===== src/rtl/intc_pkg.sv =====
// Shared definitions for the interrupt controller: register offsets,
// controller state encoding and the ACK read-back layout.
package intc_pkg;

   localparam logic [1:0] ADDR_MASK = 2'd0;
   localparam logic [1:0] ADDR_PEND = 2'd1;
   localparam logic [1:0] ADDR_ACK  = 2'd2;
   localparam logic [1:0] ADDR_EOI  = 2'd3;

   // ACK read-back: in_service flag at the top, vector in the low bits
   localparam int unsigned INSVC_BIT = 31;
   localparam int unsigned VEC_W     = 3;

   typedef enum logic [1:0] {
      ST_IDLE = 2'd0,
      ST_REQ  = 2'd1,
      ST_SERV = 2'd2
   } state_e;

   // Index width for an n-bit request vector, never narrower than one bit
   function automatic int unsigned sel_width(input int unsigned n);
      return (n > 1) ? $clog2(n) : 1;
   endfunction

endpackage


===== src/rtl/intc_prio_enc.sv =====
// Fixed-priority encoder: reports the lowest set request bit and whether
// any request is present.
module intc_prio_enc #(
   parameter int unsigned N_SRC = 6,
   parameter int unsigned SEL_W = 3
) (
   input  logic [N_SRC-1:0] req_i,
   output logic [SEL_W-1:0] sel_o,
   output logic             any_o
);

   // Scan upward and keep the first hit so bit 0 has the highest priority
   always_comb begin
      sel_o = '0;
      any_o = 1'b0;
      for (int unsigned i = 0; i < N_SRC; i++) begin
         if (req_i[i] && !any_o) begin
            sel_o = SEL_W'(i);
            any_o = 1'b1;
         end
      end
   end

endmodule


===== src/rtl/intc.sv =====
// Interrupt controller: edge-detects each source into a pending register,
// masks it, and hands one request at a time to the CPU through an
// acknowledge / end-of-interrupt handshake.
module intc
   import intc_pkg::*;
#(
   parameter int unsigned N_SRC = 6
) (
   input  logic             clk,
   input  logic             reset,
   input  logic [N_SRC-1:0] src_i,
   input  logic [1:0]       ADD_I,
   input  logic             WE_I,
   input  logic [31:0]      DAT_I,
   output logic [31:0]      DAT_O,
   output logic             irq_o
);

   localparam int unsigned SEL_W = sel_width(N_SRC);

   logic [N_SRC-1:0] src_q;
   logic [N_SRC-1:0] mask_q, mask_d;
   logic [N_SRC-1:0] pend_q, pend_d;
   logic [N_SRC-1:0] act;
   logic [N_SRC-1:0] rise;
   logic [N_SRC-1:0] clr;
   logic [SEL_W-1:0] sel;
   logic             any;
   state_e           state_q;
   logic             irq_q;
   logic [VEC_W-1:0] vec_q;

   logic wr_mask, wr_pend, wr_ack, wr_eoi;
   logic ack_take;
   logic unused_dat;

   assign wr_mask = WE_I && (ADD_I == ADDR_MASK);
   assign wr_pend = WE_I && (ADD_I == ADDR_PEND);
   assign wr_ack  = WE_I && (ADD_I == ADDR_ACK);
   assign wr_eoi  = WE_I && (ADD_I == ADDR_EOI);

   // Only the low N_SRC data bits carry register content
   assign unused_dat = ^DAT_I;

   assign rise = src_i & ~src_q;
   assign act  = pend_q & mask_q;

   intc_prio_enc #(
      .N_SRC (N_SRC),
      .SEL_W (SEL_W)
   ) u_prio_enc (
      .req_i (act),
      .sel_o (sel),
      .any_o (any)
   );

   // An ACK is honoured only in REQ and only while something is still active
   assign ack_take = wr_ack && (state_q == ST_REQ) && any;

   // Next mask/pending: clears from W1C and ACK, new edges always win
   always_comb begin
      mask_d = wr_mask ? DAT_I[N_SRC-1:0] : mask_q;
      clr    = '0;
      if (wr_pend) begin
         clr = DAT_I[N_SRC-1:0];
      end
      if (ack_take) begin
         clr = clr | (N_SRC'(1) << sel);
      end
      pend_d = (pend_q & ~clr) | rise;
   end

   // Source history, mask and pending registers
   always_ff @(posedge clk) begin
      if (reset) begin
         src_q  <= '0;
         mask_q <= '0;
         pend_q <= '0;
      end else begin
         src_q  <= src_i;
         mask_q <= mask_d;
         pend_q <= pend_d;
      end
   end

   // Request handshake FSM with registered irq and captured vector
   always_ff @(posedge clk) begin
      if (reset) begin
         state_q <= ST_IDLE;
         irq_q   <= 1'b0;
         vec_q   <= '0;
      end else begin
         case (state_q)
            ST_IDLE: begin
               if (any) begin
                  state_q <= ST_REQ;
                  irq_q   <= 1'b1;
               end
            end
            ST_REQ: begin
               if (ack_take) begin
                  vec_q   <= VEC_W'(sel);
                  state_q <= ST_SERV;
                  irq_q   <= 1'b0;
               end else if (!any) begin
                  state_q <= ST_IDLE;
                  irq_q   <= 1'b0;
               end
            end
            ST_SERV: begin
               if (wr_eoi) begin
                  state_q <= ST_IDLE;
               end
            end
            default: begin
               state_q <= ST_IDLE;
               irq_q   <= 1'b0;
            end
         endcase
      end
   end

   assign irq_o = irq_q;

   // Register read mux, combinational on the address
   always_comb begin
      DAT_O = '0;
      case (ADD_I)
         ADDR_MASK: DAT_O[N_SRC-1:0] = mask_q;
         ADDR_PEND: DAT_O[N_SRC-1:0] = pend_q;
         ADDR_ACK: begin
            DAT_O[INSVC_BIT]   = (state_q == ST_SERV);
            DAT_O[VEC_W-1:0]   = vec_q;
         end
         default: DAT_O = '0;
      endcase
   end

endmodule

===== config.mk =====
export PLATFORM = sky130hd
export DESIGN_NAME = intc
export DESIGN_NICKNAME = d
export VERILOG_FILES = /design/src/rtl/intc_pkg.sv /design/src/rtl/intc_prio_enc.sv /design/src/rtl/intc.sv
export SDC_FILE = /design/constraint.sdc
export NUM_CORES = 1
export LEC_CHECK = 0
export BUFFER_PORTS_ARGS = -buffer_cell sky130_fd_sc_hd__buf_2
export CORE_MARGIN = 2
export CORE_UTILIZATION = 44
export DETAILED_ROUTE_END_ITERATION = 12
export PLACE_DENSITY = 0.79
export SLEW_MARGIN = 10
export SYNTH_ARGS = -nofsm -noshare
export SYNTH_HDL_FRONTEND = slang
export SYNTH_HIERARCHICAL = 1
export SYNTH_SLANG_ARGS = --single-unit

===== constraint.sdc =====
create_clock -name clk -period 2.5 [get_ports clk]
set_input_delay 0.125 -clock clk [delete_from_list [all_inputs] [get_ports clk]]
set_output_delay 0.125 -clock clk [all_outputs]
set_load 0.1 [all_outputs]

==> impl_results.md <==
* Status: finished, final reports clean
* Worst VDD drop at 0.000275 V
* DPL Wire Length at 1.93 mm
* Gp weighted congestion at 0.870
* Initial cell density of the core at 0.460
* Start point of the worst min-delay path: DAT_I[5]
* Yosys reg bits at 24
* Maximum number of pins on one net before global-route repair at 25
* Final instance area at 1490 µm²
* Largest clock skew in the final design at 0.00860 ns
* Area of the core at 3030 µm²
* Clock tree from TritonCTS: done
* Share of cells above drive strength 1 at 0.171
* Number of resized instances in the post-cts repair step at 0
* Total setup violations reported at the end of the flow at 0
* Vias in the first global route at 985
* Number of cells on the worst hold path at 3
* Most common library cell in the layout ignoring fill and taps: sky130_fd_sc_hd__conb_1
* Upper clock frequency limit at 453 MHz
* Final hold violations at 0
* Classification of the worst-slack hold path: in -> reg
* Y dimension of the die at 60.3 µm
* M1 wire length at 1.20 mm
* Setup TNS at 0 ns
* Uppermost signal routing layer after detailed routing: met4
* Endpoint of the lowest-slack register-to-register path: pend_q[1]$_SDFF_PP0_
* Detailed-route DRC error count at 0
* Clock root buffer: sky130_fd_sc_hd__clkbuf_4
* Routed met3 length at 139 µm
* Total vias in the final route at 1112
* Cell variety after synth at 32
* CP max stage delay at 0.61 ns
* Endpoint required time on the critical path at 2.72 ns
* Post-route total power at 0.929 mW
* Startpoint type of the worst setup path: register
* Clk sinks at 24
* Average routed wire per standard cell at 11.4 µm
* Slew margin rel. at 0.543
* Worst-case setup slack after placement at 0.354 ns
* Clock latency at the later pin of the worst-skew pair at 0.32 ns
* Area delta synth->final at 6.74%
* Hold Path End: mask_q[5]$_SDFFE_PP0P_
* Met2 wire len at 1.26 mm
* Standard-cell rows at 20
* Post-synthesis cell area at 1390 µm²
* Number of buffers created by CTS at 3
* N_diodes at 0
* Clock period minus final worst setup slack at 2.21 ns
* Vias per cell at 4.81
* Final critical-path share of the clock period at 0.884
* Number of hold-repair buffers added at the cts stage at 0
* Count of final max-slew check failures at 0
* Post-CTS clock slew at the launch and capture registers of the worst setup and hold paths at 0.14 ns
* Count of TritonRoute iterations in the first routing pass at 4
* GR Util All Layers at 0.161
* Unrepaired setup endpoints after global routing: no
* Max-cap violation count at 0
* Worst-Margin Slew at 0.685 ns
* Data arrival time of the critical path at 2.43 ns
* Post-detailed-routing wire length at 2.63 mm
* # IOs at 76
* Slack of the worst reg-to-reg path at 0.29 ns
* Leading cell types in the layout, fill and taps excluded: 25 x sky130_fd_sc_hd__conb_1, 24 x sky130_fd_sc_hd__buf_2, 24 x sky130_fd_sc_hd__dfxtp_1, 14 x sky130_fd_sc_hd__nor2_1, 12 x sky130_fd_sc_hd__mux2i_1
* GRT Residual Overflow at 0
* Cell-by-cell listing of the critical path: and2_1, nor2_1, a221oi_1, nand2b_1, or4_1, a22o_1
* Die outline area at 3630 µm²
* Count of routing violations after the opening detailed-route iteration at 28
* Chip Width at 60.3 µm
* Mapped Cells at 167
* Leakage at 0.655 nW
* Post-route setup slack at 0.291 ns
* Initial antenna violation count at 0
* Maximum fanout along the worst path at 5
* Post CTS Setup Buffer Count at 0
* Launch point of the critical path: pend_q[1]$_SDFF_PP0_
* Setup CP Type: reg -> reg
* Post-route antenna net violation count at 0
* Port Buffer Count at 24
* Startpoint of the most critical register-to-register path: pend_q[1]$_SDFF_PP0_
* Worst reg2reg path depth at 6
* Avg Inst Size Synth at 8.34 µm²
* First-pass GRT wire length at 4.35 mm
* Number of nets in the layout at 231
* Portion of the post-synthesis area used by sequential elements at 0.345
* Slowest cell on crit path: sky130_fd_sc_hd__a221oi_1
* Clock buffer depth at 2
* Power density relative to cell area at 625 nW/µm²
* Category of the worst setup path capture point: register
* Instance area after placement at 1450 µm²
* Yosys Warn Count at 6
* CTS HTree Levels at 1
## critical path: cells and delay by family, from the launching register on
kind	cells	cell delay (ns)
compound gates	2	0.82
flops	1	0.38
simple gates	4	0.92
## cells in the mapped netlist, drive strengths merged
master    n  area [µm²]
buf      26         191
dfxtp    24         480
nor2     14        52.6
mux2i    12         120
inv      10        37.5
nor2b    10        62.6
a21oi     9        45.0
nand2b    8        50.1
and2      6        37.5
clkbuf    6        22.5
nand2     6        22.5
o21ai     6        30.0
a22o      5        43.8
nand3     4        20.0
or4       3        22.5
nand4     2        12.5
nor3      2        10.0
a211o     1        8.76
a211oi    1        7.51
a221oi    1        8.76
a32oi     1        8.76
and3b     1        8.76
and4      1        8.76
and4b     1        10.0
conb      1        3.75
nand3b    1        7.51
nand4b    1        15.0
nor3b     1        12.5
nor4      1        12.5
nor4bb    1        10.0
o2bb2ai   1        8.76
## logic make-up (layout without fill, tap and decap cells)
group / Yosys count / after routing / share of synthesized area
buffers and inverters: 42 / 38 / 0.181
and+or+nand+nor: 63 / 63 / 0.270
AOI/OAI and AO/OA: 25 / 25 / 0.116
DFF: 24 / 24 / 0.345
other: 1 / 25 / 0.00269
muxes: 12 / 12 / 0.0863
## stage by stage
step / hold WS, ns / util / std cells
2_1_floorplan: 0.272 / - / 191
3_3_place_gp: 0.379 / 0.479 / 227
3_5_place_dp: 0.388 / 0.479 / 227
4_1_cts: 0.0476 / 0.491 / 231
5_1_grt: 0.0351 / 0.491 / 231
6_report: 0.0497 / 0.491 / 231
## per-layer routing
layer,GRT usage,vias up
li1,-,554
met1,0.212,518
met2,0.264,35
met3,0.0325,5
met4,0.0476,0
met5,0,-
## worst max-delay path by stage
stage          depth (start not counted)  slack, ns                   end
6_report                               6       0.29  pend_q[1]$_SDFF_PP0_
5_1_grt                                6       0.13  pend_q[3]$_SDFF_PP0_
4_1_cts                                6       0.33  pend_q[1]$_SDFF_PP0_
3_5_place_dp                           6       0.35  pend_q[1]$_SDFF_PP0_
3_3_place_gp                           6       0.45  pend_q[1]$_SDFF_PP0_
2_1_floorplan                          2       0.05             DAT_O[31]
## registers in the layout, summed over array words and instances (netlist names)
signal   cells
pend_q       6
mask_q       6
vec_q        3
state_q      2
irq_o        1
src_q        6
## where the power goes
group | total [mW] | internal [mW] | leakage (nW) | switching, mW
Combinational | 0.306 | 0.0453 | 0.437 | 0.260
Sequential | 0.415 | 0.403 | 0.197 | 0.0120
Clock | 0.209 | 0.0891 | 0.0210 | 0.120
## final cells by class
type / instances / area (µm²)
clock buffers: 4 / 36.3
flip-flops and latches: 24 / 480
repair buffers: 24 / 120
multi-input cells: 125 / 757
fillers: 308 / 1540
inverters: 10 / 37.5
well taps: 44 / 55.1
Power figures use the tool's default switching activity.
